$ cat src/rtl/ap_mult_pkg.sv
// Shared constants for the approximate-multiplier scheduler.
// Operand/product widths, default requester count, id-width helper.
package ap_mult_pkg;

  localparam int OP_W     = 8;
  localparam int PROD_W   = 16;
  localparam int NREQ_DEF = 4;

  function automatic int id_w(input int n);
    return (n < 2) ? 1 : $clog2(n);
  endfunction

endpackage

$ cat src/rtl/ap_mult_sched_if.sv
// Request/result bundle between requesters, scheduler and consumer.
// master: requester/consumer side; slave: scheduler side.
interface ap_mult_sched_if
  import ap_mult_pkg::*;
#(
  parameter int NREQ = NREQ_DEF,
  parameter int IDW  = id_w(NREQ)
);

  logic [NREQ-1:0]      req_vld;
  logic [NREQ-1:0]      req_rdy;
  logic [NREQ*OP_W-1:0] req_muld;
  logic [NREQ*OP_W-1:0] req_mulr;
  logic                 res_vld;
  logic                 res_rdy;
  logic [PROD_W-1:0]    res;
  logic [IDW-1:0]       res_id;
  logic                 busy;

  modport master (
    output req_vld, req_muld, req_mulr, res_rdy,
    input  req_rdy, res_vld, res, res_id, busy
  );

  modport slave (
    input  req_vld, req_muld, req_mulr, res_rdy,
    output req_rdy, res_vld, res, res_id, busy
  );

endinterface

$ cat src/rtl/ap_rr_arb.sv
// Combinational round-robin arbiter: searches from ptr+1 upward,
// grants nothing unless advance is high.
module ap_rr_arb #(
  parameter int NREQ = 4,
  parameter int IDW  = 2
) (
  input  logic [NREQ-1:0] req,
  input  logic [IDW-1:0]  ptr,
  input  logic            advance,
  output logic [NREQ-1:0] gnt,
  output logic [IDW-1:0]  gnt_id
);

  int idx;

  always_comb begin
    gnt    = '0;
    gnt_id = '0;
    idx    = 0;
    if (advance) begin
      for (int k = 1; k <= NREQ; k++) begin
        idx = (int'(ptr) + k) % NREQ;
        if (req[idx] && gnt == '0) begin
          gnt[idx] = 1'b1;
          gnt_id   = IDW'(idx);
        end
      end
    end
  end

endmodule

$ cat src/rtl/ap_unsi_wall_8b_r7.sv
// Approximate 8x8 unsigned multiplier: columns 7 and up summed exactly,
// the seven low columns compressed by OR with no carry out of them.
module ap_unsi_wall_8b_r7 (
  input  logic [7:0]  a,
  input  logic [7:0]  b,
  output logic [15:0] p
);

  logic [15:0] row;
  logic [15:0] hi;
  logic [6:0]  lo;

  always_comb begin
    row = '0;
    hi  = '0;
    lo  = '0;
    for (int i = 0; i < 8; i++) begin
      row = a[i] ? (16'(b) << i) : 16'd0;
      hi  = hi + (row & 16'hFF80);
      lo  = lo | row[6:0];
    end
    p = hi | {9'd0, lo};
  end

endmodule

$ cat src/rtl/ap_mult_sched.sv
// NREQ requesters share one approximate multiplier via a 2-stage pipe.
// Optional AP_MULT_ERR_MON_EN adds err_cnt/err_max error monitoring.
module ap_mult_sched
  import ap_mult_pkg::*;
#(
  parameter int NREQ = NREQ_DEF,
  parameter int IDW  = id_w(NREQ)
) (
  input  logic           clk,
  input  logic           rst,
  ap_mult_sched_if.slave bus
`ifdef AP_MULT_ERR_MON_EN
  ,
  output logic [PROD_W-1:0] err_cnt,
  output logic [PROD_W-1:0] err_max
`endif
);

  logic              s1_vld;
  logic [OP_W-1:0]   s1_muld;
  logic [OP_W-1:0]   s1_mulr;
  logic [IDW-1:0]    s1_id;
  logic              s2_vld;
  logic [PROD_W-1:0] s2_res;
  logic [IDW-1:0]    s2_id;
  logic [IDW-1:0]    ptr;
  logic [IDW-1:0]    gnt_id;
  logic [NREQ-1:0]   gnt;
  logic [OP_W-1:0]   muld_sel;
  logic [OP_W-1:0]   mulr_sel;
  logic [PROD_W-1:0] prod;
  logic              s1_load;
  logic              s2_load;
  logic              acc;

  assign s2_load = !s2_vld || bus.res_rdy;
  assign s1_load = !s1_vld || s2_load;

  ap_rr_arb #(
    .NREQ(NREQ),
    .IDW (IDW)
  ) u_arb (
    .req    (bus.req_vld),
    .ptr    (ptr),
    .advance(s1_load && !rst),
    .gnt    (gnt),
    .gnt_id (gnt_id)
  );

  assign acc         = |gnt;
  assign bus.req_rdy = gnt;

  always_comb begin
    muld_sel = '0;
    mulr_sel = '0;
    for (int i = 0; i < NREQ; i++) begin
      if (gnt[i]) begin
        muld_sel = bus.req_muld[i*OP_W +: OP_W];
        mulr_sel = bus.req_mulr[i*OP_W +: OP_W];
      end
    end
  end

  ap_unsi_wall_8b_r7 u_mul (
    .a(s1_muld),
    .b(s1_mulr),
    .p(prod)
  );

  always_ff @(posedge clk) begin
    if (rst) begin
      s1_vld  <= 1'b0;
      s1_muld <= '0;
      s1_mulr <= '0;
      s1_id   <= '0;
      s2_vld  <= 1'b0;
      s2_res  <= '0;
      s2_id   <= '0;
      ptr     <= IDW'(NREQ - 1);
    end else begin
      if (acc) ptr <= gnt_id;
      if (s1_load) begin
        s1_vld <= acc;
        if (acc) begin
          s1_muld <= muld_sel;
          s1_mulr <= mulr_sel;
          s1_id   <= gnt_id;
        end
      end
      if (s2_load) begin
        s2_vld <= s1_vld;
        if (s1_vld) begin
          s2_res <= prod;
          s2_id  <= s1_id;
        end
      end
    end
  end

  assign bus.res_vld = s2_vld;
  assign bus.res     = s2_res;
  assign bus.res_id  = s2_id;
  assign bus.busy    = s1_vld || s2_vld;

`ifdef AP_MULT_ERR_MON_EN
  logic [PROD_W-1:0] s2_exact;
  logic [PROD_W-1:0] diff;

  always_comb begin
    diff = (s2_exact >= s2_res) ? s2_exact - s2_res
                                : s2_res - s2_exact;
  end

  // exact product rides alongside the approximate one into S2
  always_ff @(posedge clk) begin
    if (rst) begin
      s2_exact <= '0;
      err_cnt  <= '0;
      err_max  <= '0;
    end else begin
      if (s2_load && s1_vld)
        s2_exact <= PROD_W'(s1_muld) * PROD_W'(s1_mulr);
      if (s2_vld && bus.res_rdy) begin
        if (diff != '0 && err_cnt != '1)
          err_cnt <= err_cnt + 1'b1;
        if (diff > err_max)
          err_max <= diff;
      end
    end
  end
`endif

endmodule

$ cat src/flat_wrapper.sv
// flat-port wrapper written by rule: the top's interface ports become plain ports
module ap_mult_sched_flat import ap_mult_pkg::*;
#(
  parameter int NREQ = NREQ_DEF,
  parameter int IDW  = id_w(NREQ)
)
  (clk, rst, bus_req_vld, bus_req_muld, bus_req_mulr, bus_res_rdy, bus_req_rdy, bus_res_vld, bus_res, bus_res_id, bus_busy);
  ap_mult_sched_if #(.NREQ(NREQ), .IDW(IDW)) bus_i ();
  input  logic clk;
  input  logic rst;
  input wire logic [$bits(bus_i.req_vld)-1:0] bus_req_vld;
  input wire logic [$bits(bus_i.req_muld)-1:0] bus_req_muld;
  input wire logic [$bits(bus_i.req_mulr)-1:0] bus_req_mulr;
  input wire logic [$bits(bus_i.res_rdy)-1:0] bus_res_rdy;
  output wire logic [$bits(bus_i.req_rdy)-1:0] bus_req_rdy;
  output wire logic [$bits(bus_i.res_vld)-1:0] bus_res_vld;
  output wire logic [$bits(bus_i.res)-1:0] bus_res;
  output wire logic [$bits(bus_i.res_id)-1:0] bus_res_id;
  output wire logic [$bits(bus_i.busy)-1:0] bus_busy;
  assign bus_i.req_vld = bus_req_vld;
  assign bus_i.req_muld = bus_req_muld;
  assign bus_i.req_mulr = bus_req_mulr;
  assign bus_i.res_rdy = bus_res_rdy;
  assign bus_req_rdy = bus_i.req_rdy;
  assign bus_res_vld = bus_i.res_vld;
  assign bus_res = bus_i.res;
  assign bus_res_id = bus_i.res_id;
  assign bus_busy = bus_i.busy;
  ap_mult_sched #(.NREQ(NREQ), .IDW(IDW)) u_core (.clk(clk), .rst(rst), .bus(bus_i));
endmodule
$ cat config.mk
export PLATFORM = sky130hd
export DESIGN_NAME = ap_mult_sched_flat
export DESIGN_NICKNAME = d
export VERILOG_FILES = /design/src/rtl/ap_mult_pkg.sv /design/src/rtl/ap_mult_sched_if.sv /design/src/rtl/ap_rr_arb.sv /design/src/rtl/ap_unsi_wall_8b_r7.sv /design/src/rtl/ap_mult_sched.sv /design/src/flat_wrapper.sv
export SDC_FILE = /design/constraint.sdc
export NUM_CORES = 1
export LEC_CHECK = 0
export CAP_MARGIN = 10
export CORE_AREA = 2 2 113 137
export DETAILED_ROUTE_END_ITERATION = 8
export DIE_AREA = 0 0 115 139
export PLACE_DENSITY = 0.53
export SYNTH_ARGS = -nofsm -noshare
export SYNTH_HDL_FRONTEND = slang
export SYNTH_HIERARCHICAL = 1
export SYNTH_SLANG_ARGS = --single-unit
$ cat constraint.sdc
create_clock -name clk -period 6.1 [get_ports clk]
set_input_delay 1.525 -clock clk [delete_from_list [all_inputs] [get_ports clk]]
set_output_delay 1.525 -clock clk [all_outputs]
set_load 0.01 [all_outputs]
-- Yosys cells after proc, flatten, opt, wreduce, memory -nomap -nowiden
Index checks and enable logic that the tools add are counted.
- add/subtract/negate cells: 11
- order comparisons: 8
- multiplexer cells: 49
- bitwise gates (word level): 15
- reduce and logical (&&, ||, !) cells: 24
- operator list (operator ; number):
    $mux 8 ; 9
    $or 7x7->7 ; 7
    $add 16x16->16 ; 2
    $mux 4 ; 8
    $add 16x13->16 ; 1
    $lt 3x4->1 const B ; 4
    $or 16x7->16 ; 1
    $mux 15 ; 1
    $mux 14 ; 1
    $add 12x12->13 ; 1
    $mux 13 ; 1
    $add 11x11->12 ; 1
    $ge 3x1->1 const B ; 4
    $logic_not 4->1 ; 3
    $mux 1 ; 12
    $mux 12 ; 1
    $or 4x4->4 ; 3
    $add 10x10->11 ; 1
    $mux 11 ; 1
    $add 8x9->10 ; 1
    $mux 10 ; 1
    $mux 2 ; 5
    $mux 9 ; 1
    $bmux 1 s2 ; 4
    10 further kinds ; 33
- register bits after elaboration: 40
- input bits: 71
- output and inout bits: 24
- logic and storage cells: 115

-- Depth between registers and ports, before layout
Gate-level depths: netlist (run 1).
- depth after elaboration: 25
- mapped depth: 17

-- Hierarchy
Netlist (run 1), hierarchy kept.
- by module, submodules not included (module ; times used ; cells each ; area each (um^2) ; seq. area each (um^2)):
    ap_mult_sched ; 1 ; 210 ; 1815.5 ; 800.8
    ap_unsi_wall_8b_r7 ; 1 ; 129 ; 1217.4 ; 0.0
    ap_rr_arb ; 1 ; 65 ; 566.8 ; 0.0

-- Worst setup path after synthesis (run 1)
OpenSTA, ideal clock, no wires.
- path kind: input-to-output
- from: input port bus_req_vld[0]
- to: output port bus_req_rdy[3]
- arrival time: 3.498 ns
- required time: 4.575 ns
- path slack: 1.077 ns
- stages: 7
- buffers on the path: 1
- cells stage by stage: mux4_1 > buf_2 > o21ai_0 > nand4_1 > a2111oi_4 > a22oi_1 > a31oi_1
- word-level cells in the longest chain between the ends: 17
- ends and longest elaborated chain (what ; line ; text):
    from (decl) ; flat_wrapper.sv:11 ; input wire logic [$bits(bus_i.req_vld)-1:0] bus_req_vld;
    $bmux 1 s2 ; ap_rr_arb.sv:23 ; if (req[idx] && gnt == '0) begin
    $mux 1 (implied by the code) (2 in series) ; ap_rr_arb.sv:23 ;
    $mux 4 ; ap_rr_arb.sv:23 ;
    $mux 4 ; ap_rr_arb.sv:20 ; if (advance) begin
    $logic_not 4->1 ; ap_rr_arb.sv:23 ;
    $logic_and 1x1->1 ; ap_rr_arb.sv:23 ;
    $mux 4 ; ap_rr_arb.sv:23 ;
    $mux 4 ; ap_rr_arb.sv:20 ;
    $logic_not 4->1 ; ap_rr_arb.sv:23 ;
    $logic_and 1x1->1 ; ap_rr_arb.sv:23 ;
    $mux 4 ; ap_rr_arb.sv:23 ;
    $mux 4 ; ap_rr_arb.sv:20 ;
    $logic_not 4->1 ; ap_rr_arb.sv:23 ;
    $logic_and 1x1->1 ; ap_rr_arb.sv:23 ;
    $mux 4 * ; ap_rr_arb.sv:23 ;
    $mux 4 * ; ap_rr_arb.sv:20 ;
    to (decl) ; flat_wrapper.sv:15 ; output wire logic [$bits(bus_i.req_rdy)-1:0] bus_req_rdy;
Mark *: on every way between the ends. The rest lies on a longest branch, timed or not. The select of a mux whose other input is x is not followed.

-- Worst setup path after layout (run 1)
Same ends and word-level chain as after synthesis.

==> reports/metrics.cfg, run 1 <==
[synth]
netlist_area_sq_um = 3600
yosys.area.top_type = dfxtp_1
syn_inst = 404
synth_compound_area_share_pct = 27.4
avgSynthCellArea_sq_um = 8.91
synth-seq-cells = 40
synth_cell_types = 56
synth_top_family_by_area = compound AO/OA/AOI/OAI gates
async_flop_share_pct = 0
syn-num-nets = 525
synthSimpleGateAreaFrac_pct = 18.1
synth_xor_xnor_area_share_pct = 1.46
synth_mux_area_share_pct = 3.51
synth_fa_ha_area_share_pct = 21.8
synth-seq-area-share_pct = 22.2
ys_warn_count = 6
ys.flop_type = dfxtp_1
yosys-top-cells-area = dfxtp_1, fa_1, ha_1
synth_top_cell_area_share_pct = 22.2
synth_edf_count = 0

[floorplan]
die_x_um = 115
die_y_um = 139
dieArea_sq_um = 16000
initial_utilization_pct = 24.5
fp.coreArea_sq_um = 14700
core.rowCount = 49
io_pins = 95

[worst_hold_path]
hp-start = u_core/s1_id[1]
hold_path_end = u_core/bus.res_id[1]
worstHoldPathCells = 2
hp-class = reg2reg

[routing]
drt_iter0_markers = 188
wire_per_inst_um = 16.3
via_count = 3391
post_drt_via_cell_ratio = 5.06
dr_wl_met2_um = 5470
ant_nets = 0
first_pass_iters = 5
wl_met3_um = 378
routed_wirelength_um = 10900
drc = 0
top_layer_used = met4
drt-met1-wl_um = 4950

[clock_network]
path_clk_slew_ps = 60
cts_buffers = 5
clock-sinks = 40
ctsResizeCount = 0
root_buffer = clkbuf_16
cts_hold_buf = 0
clock_latency_ps = 280
cts_tree = yes
htree_levels = 2
clockBufferDepth = 2
postCtsSetupBuffers = 0

[critical_path]
cp_data_arrival_time_ps = 4420
cp-end-kind = primary output
critPathMaxStageDelay_ps = 660
path_delay_family = buffers and inverters
reg2reg_from = u_core/s1_muld[4]
cp_max_fo = 9
cp_common_cell = clkdlybuf4s50_1
rrSetupSlack_ps = 1600
worstReg2RegEnd = u_core/bus.res[15]
crit_buf_inv = 3
cp.required_ps = 4580
cp-start-kind = input port
path_cells = clkdlybuf4s50_1, mux4_1, buf_4, nand2_1, o21ai_0, a2111oi_4, a22oi_1, a31oi_1, clkdlybuf4s50_1
slowest_stage = mux4_1
critical_path_class = in2out
reg2reg_depth = 15

[grt]
overflow = 0
antenna_found_initial = 0
grt_pass1_wl_um = 17800
grtUsageTotal_pct = 13.7
grt_pass1_vias = 3444
grt_start_max_net_pins = 25

[place]
dpl.hpwl_um = 8590
routabilityCongestion = 0.821
io_buffers = 94
place_inst = 662

[timing]
worst_pin_slew_ps = 1130
rsz0062_at_grt = no
tns_ps = 0
finClkSkew_ps = 6.21
slew_headroom_pct = 24.4
fmax_mhz = 168
finalHoldViolations = 0
finalCriticalPeriod_ps = 5940
timing.final.crit_share_pct = 97.5
maxSlewViolCount = 0
finalSetupViolCount = 0

[cells_and_area]
area_growth_pct = 34.9
n_antenna_cell = 0
fill_cells = 1569
fin_nets = 613
ff_latch_area_sq_um = 801
multiInputGateArea_sq_um = 2610
fin_cells = 670
drive_above_1_share_pct = 7.32

[outcome]
status = finished, final reports clean

[power]
p_leak_nw = 1.93
p_total_mw = 1.83
p_per_area_nw_per_um2 = 376
ir_worst_vdd_mv = 0.213

[run]
drv_cap = 0

-- per-stage QoR --
stage / setup WS (ps) / instance area (sq um) / hold slack [ps] / util (%)
global route: 8.16 / 4850 / 502 / 33.0
detailed placement: 169 / 4710 / 463 / 32.0
floorplan: 1080 / 3600 / 440 / -
global placement: 172 / 4710 / 463 / 32.0
CTS: 152 / 4850 / 472 / 32.9
finish: 155 / 4850 / 470 / 33.0
-- cell usage after synthesis (all sizes together), types with 3 or more instances --
cell and number:
dfxtp 40, a21oi 32, and2 31, nand2 30, o21ai 30, ha 29
nand3 25, inv 22, fa 21, a221oi 17, o32ai 16, o22ai 15
buf 13, a22oi 9, nor2 9, clkbuf 8, a222oi 5, nor2b 5
mux2i 4, or2 4, xnor2 4, mux4 3, or4 3
-- where the power goes --
part           leakage, nW  switching, mW  internal, mW
Combinational         1.54          0.608         0.466
Clock               0.0657          0.105         0.148
Sequential           0.325          0.161         0.337
Total                 1.93          0.874         0.952
-- final cells by class --
cell class / instances / area share (%)
repair buffers: 102 / 20.6
flip-flops and latches: 40 / 16.5
clock inverters: 2 / 0.258
well taps: 178 / 4.59
clock buffers: 5 / 2.58
inverters: 23 / 1.78
multi-input cells: 320 / 53.7
-- metal layers --
layer,GRT usage (%),vias to the layer above
li1,-,1690
met1,18.0,1598
met2,24.0,97
met3,1.18,6
met4,3.42,0
met5,0,-
-- how the worst max path moves through the flow --
stage | from | end | slack, ps | cells after the start
detailed placement | bus_req_vld[0] | bus_req_rdy[3] | 170 | 9
global placement | bus_req_vld[0] | bus_req_rdy[3] | 170 | 9
global route | bus_req_vld[0] | bus_req_rdy[3] | 8 | 9
finish | bus_req_vld[0] | bus_req_rdy[3] | 160 | 9
floorplan | bus_req_vld[0] | bus_req_rdy[3] | 1080 | 7
CTS | bus_req_vld[0] | bus_req_rdy[3] | 150 | 9
-- state kept, by name, indices dropped and copies added, names as in the netlist --
register,cells
u_core/bus.res,16
u_core/bus.res_id,2
u_core/bus.res_vld,1
u_core/ptr,2
u_core/s1_id,2
u_core/s1_muld,8
u_core/s1_mulr,8
u_core/s1_vld,1
-- layout by cell type (no fill, tap or decap), drive strengths merged, types with 3 or more instances in the layout --
| master | n |
|---|---|
| a21oi | 32 |
| a221oi | 17 |
| a222oi | 5 |
| a22oi | 9 |
| and2 | 31 |
| buf | 8 |
| clkbuf | 5 |
| clkdlybuf4s50 | 94 |
| dfxtp | 40 |
| fa | 21 |
| ha | 29 |
| inv | 22 |
| mux2i | 4 |
| mux4 | 3 |
| nand2 | 30 |
| nand3 | 25 |
| nor2 | 9 |
| nor2b | 5 |
| o21ai | 30 |
| o22ai | 15 |
| o32ai | 16 |
| or2 | 4 |
| or4 | 3 |
| xnor2 | 4 |
-- worst register-to-register path: cells and delay by family (launching register included) --
family / cells / cell delay [ps]
buffers and inverters: 2 / 100
adder cells (fa/ha/maj): 6 / 2730
flip-flops: 1 / 520
AND/OR/NAND/NOR: 2 / 310
XOR/XNOR: 1 / 140
AO/OA/AOI/OAI: 4 / 630
-- kinds of logic (layout without fill, tap and decap cells) --
group                    Yosys count  count (layout)
XOR/XNOR                           6               6
AND/OR/NAND/NOR                  117             117
adder cells (fa/ha/maj)           50              50
AO/OA/AOI/OAI                    139             139
multiplexers                       8               8
flip-flops                        40              40
buffers and inverters             44             132
No activity file was read; power rests on OpenSTA's default activity.
==> run 2: changes to the inputs <==
- CTS_BUF_LIST: default -> sky130_fd_sc_hd__clkbuf_4 sky130_fd_sc_hd__clkbuf_8
==> reports/metrics.cfg, run 2 (synthesis results as in run 1) <==
[cells_and_area]
fin_cells = 670
layout_commonest_cell = clkdlybuf4s50_1
n_antenna_cell = 0
fin_nets = 613
area_growth_pct = 33.3
largest_register_ffs = 16
drive_above_1_share_pct = 7.32
final_cell_mix = clkdlybuf4s50_1, dfxtp_1, and2_1

[routing]
wire_per_inst_um = 16.2
first_pass_iters = 5
post_drt_via_cell_ratio = 5.08
drc = 0
via_count = 3405
ant_nets = 0
routed_wirelength_um = 10800
drt_iter0_markers = 184

[floorplan]
die_y_um = 139
fp.coreArea_sq_um = 14700
io_pins = 95
initial_utilization_pct = 24.5
die_x_um = 115
dieArea_sq_um = 16000
core.rowCount = 49

[critical_path]
cp-end-kind = primary output
cp_data_arrival_time_ps = 4420
cp.required_ps = 4580
critical_path_class = in2out
reg2reg_depth = 15
cp_max_fo = 9
cp-start-kind = input port

[timing]
rsz0062_at_grt = no
slew_headroom_pct = 23.4
maxSlewViolCount = 0
finalSetupViolCount = 0
finalHoldViolations = 0
finClkSkew_ps = 5.66
finalCriticalPeriod_ps = 5940
tns_ps = 0
fmax_mhz = 168
timing.final.crit_share_pct = 97.4
worst_pin_slew_ps = 1150

[grt]
overflow = 0
grt_pass1_wl_um = 17700
antenna_found_initial = 0
grt_start_max_net_pins = 25
grt_pass1_vias = 3447
grtUsageTotal_pct = 13.7

[clock_network]
cts_hold_buf = 0
path_clk_slew_ps = 80
htree_levels = 2
clockBufferDepth = 2
root_buffer = clkbuf_8
cts_buffers = 5
cts_tree = yes
clock_latency_ps = 290
clock-sinks = 40

[power]
p_leak_nw = 1.90
ir_worst_vdd_mv = 0.210
p_per_area_nw_per_um2 = 363

[place]
io_buffers = 94
dpl.hpwl_um = 8590
routabilityCongestion = 0.821
place_inst = 662

[run]
drv_cap = 0

[outcome]
status = finished, final reports clean

[worst_hold_path]
hp-class = reg2reg
worstHoldPathCells = 2

run 2: changes by cell type in the layout (fill, tap and decap cells not counted):
cell	change
clkbuf_8	+5
clkbuf_16	-5
run 2: path summary, 6_finish.rpt:
check,startpoint,end,slack (ps)
hold / removal,u_core/bus.res[0],u_core/bus.res[0],480
setup reg to reg,u_core/s1_muld[4],u_core/bus.res[15],1620
setup / recovery,bus_req_vld[0],bus_req_rdy[3],160
hold reg to reg,u_core/bus.res[0],u_core/bus.res[0],480
run 2: layout make-up:
cell class | count | area (sq um)
fill | 1574 | 9920
clock buffer | 5 | 68.8
multi-input combinational | 320 | 2610
clock inverter | 2 | 12.5
tap | 178 | 223
inverter | 23 | 86.3
sequential | 40 | 801
timing repair buffer | 102 | 1000
run 2: repair_timing:
action,CTS,global route
setup endpoints to repair,0,2
buffers inserted,0,1
resized for setup,0,0
run 2: per-stage QoR:
step,power (mW),setup slack (ps),instance area [sq um],hold WS (ps),utilization (%)
3_5_place_dp,1.58,169,4710,463,32.0
3_3_place_gp,1.57,172,4710,463,32.0
4_1_cts,1.76,152,4790,475,32.6
6_report,1.74,159,4800,480,32.6
5_1_grt,1.91,8.16,4800,505,32.6
2_1_floorplan,1.22,1080,3600,440,-
run 2: power breakdown:
| group | switching, mW | internal, mW | total [mW] |
|---|---|---|---|
| sequential | 0.160 | 0.336 | 0.496 |
| combinational | 0.606 | 0.466 | 1.07 |
| clock | 0.0951 | 0.0775 | 0.173 |
run 2: per-layer routing:
metal / part of all wire [%] / GRT usage [%] / routed length, um
met1: 45 / 17.8 / 4860
met2: 50 / 24.0 / 5470
met3: 3.6 / 1.18 / 391
met4: 1.1 / 3.74 / 122
met5: 0 / 0 / 0
run 2: worst max-delay path: stages:
cell and delay [ps]:
clkdlybuf4s50_1 440, mux4_1 660, buf_4 210, nand2_1 60, o21ai_0 180, a2111oi_4 370
a22oi_1 110, a31oi_1 280, clkdlybuf4s50_1 590
==> run 3: changes to the inputs <==
- CORE_AREA: 2 2 113 137 -> 2 2 105 107
- DIE_AREA: 0 0 115 139 -> 0 0 107 109
- PLACE_DENSITY: 0.53 -> 0.67
==> reports/metrics.cfg, run 3 (synthesis results as in run 1) <==
[worst_hold_path]
hp-class = reg2reg
worstHoldPathCells = 2
hold_path_end = u_core/bus.res_id[0]
hp-start = u_core/s1_id[0]

[routing]
first_pass_iters = 5
drc = 0
wire_per_inst_um = 16.1
ant_nets = 0
via_count = 3480
drt_iter0_markers = 157
post_drt_via_cell_ratio = 5.52
routed_wirelength_um = 10100

[critical_path]
cp-start-kind = input port
cp-end-kind = primary output
reg2reg_from = u_core/s1_muld[4]
cp_max_fo = 12
reg2reg_depth = 15
worstReg2RegEnd = u_core/bus.res[15]
rrSetupSlack_ps = 1600
critical_path_class = in2out
cp.required_ps = 4580
cp_data_arrival_time_ps = 4350

[grt]
overflow = 0
grt_pass1_wl_um = 17000
grt_pass1_vias = 3531
grt_start_max_net_pins = 25
grtUsageTotal_pct = 18.0
antenna_found_initial = 0

[clock_network]
ctsResizeCount = 0
cts_tree = yes
htree_levels = 2
cts_hold_buf = 0
clockBufferDepth = 2
clock-sinks = 40
path_clk_slew_ps = 70
cts_buffers = 5
clock_latency_ps = 290
root_buffer = clkbuf_8
postCtsSetupBuffers = 0

[run]
drv_cap = 0

[power]
p_per_area_nw_per_um2 = 364
ir_worst_vdd_mv = 0.250
p_leak_nw = 1.89

[timing]
finClkSkew_ps = 7.35
timing.final.crit_share_pct = 96.3
finalWorstSetupSlack_ps = 227
worst_pin_slew_ps = 1060
finalCriticalPeriod_ps = 5870
finalSetupViolCount = 0
tns_ps = 0
rsz0062_at_grt = no
fmax_mhz = 170
maxSlewViolCount = 0
finalHoldViolations = 0
slew_headroom_pct = 29.0

[place]
dpl.hpwl_um = 7860
routabilityCongestion = 0.896
io_buffers = 94
pre_cts_ws_ps = 140

[cells_and_area]
area_growth_pct = 31.5
fin_nets = 611
drive_above_1_share_pct = 7.14
ff_latch_area_sq_um = 801
multiInputGateArea_sq_um = 2600
largest_register_ffs = 16
final_cell_mix = clkdlybuf4s50_1, dfxtp_1, and2_1
n_antenna_cell = 0
layout_commonest_cell = clkdlybuf4s50_1
fill_cells = 1065

[floorplan]
core.rowCount = 38
die_x_um = 107
initial_utilization_pct = 34.0
dieArea_sq_um = 11700
die_y_um = 109
io_pins = 95
fp.coreArea_sq_um = 10600

[outcome]
status = finished, final reports clean

run 3: cell type report:
type                    count  share of cell area [%]
clock buffers               6                    1.61
clock inverters             1                   0.106
inverters                  23                    1.82
multi-input cells         320                    55.0
flip-flops and latches     40                    16.9
well taps                 140                    3.70
repair buffers            100                    20.8
run 3: power breakdown:
group	switching, mW	internal (mW)
clock	0.0883	0.0823
sequential	0.167	0.336
combinational	0.590	0.457
run 3: worst max-delay path: stages:
cell and delay (ps):
clkdlybuf4s50_1 460, mux4_2 620, nand2_1 150, a221oi_4 140, a2111oi_4 510, a22oi_1 110, a31oi_1 250, clkdlybuf4s50_1 580
run 3: worst max path at each step:
stage / cells after the start / to / start / slack (ps)
2_1_floorplan: 7 / bus_req_rdy[3] / bus_req_vld[0] / 1080
3_3_place_gp: 8 / bus_req_rdy[3] / bus_req_vld[0] / 130
3_5_place_dp: 8 / bus_req_rdy[3] / bus_req_vld[0] / 140
4_1_cts: 8 / bus_req_rdy[3] / bus_req_vld[0] / 120
5_1_grt: 8 / bus_req_rdy[3] / bus_req_vld[2] / 40
6_report: 8 / bus_req_rdy[3] / bus_req_vld[2] / 230
run 3: per-stage QoR:
stage | instances | hold WS, ps | area, sq um | total power [mW] | utilization [%]
2_1_floorplan | 404 | 440 | 3600 | 1.22 | -
3_3_place_gp | 623 | 458 | 4650 | 1.53 | 43.9
3_5_place_dp | 623 | 454 | 4650 | 1.54 | 43.9
4_1_cts | 630 | 466 | 4740 | 1.72 | 44.7
5_1_grt | 630 | 490 | 4730 | 1.87 | 44.6
6_report | 630 | 461 | 4730 | 1.72 | 44.6
run 3: per-layer routing:
layer | wire, um | global-route usage (%)
met1 | 4710 | 23.8
met2 | 4690 | 30.7
met3 | 655 | 3.29
met4 | 74 | 3.90
met5 | 0 | 0
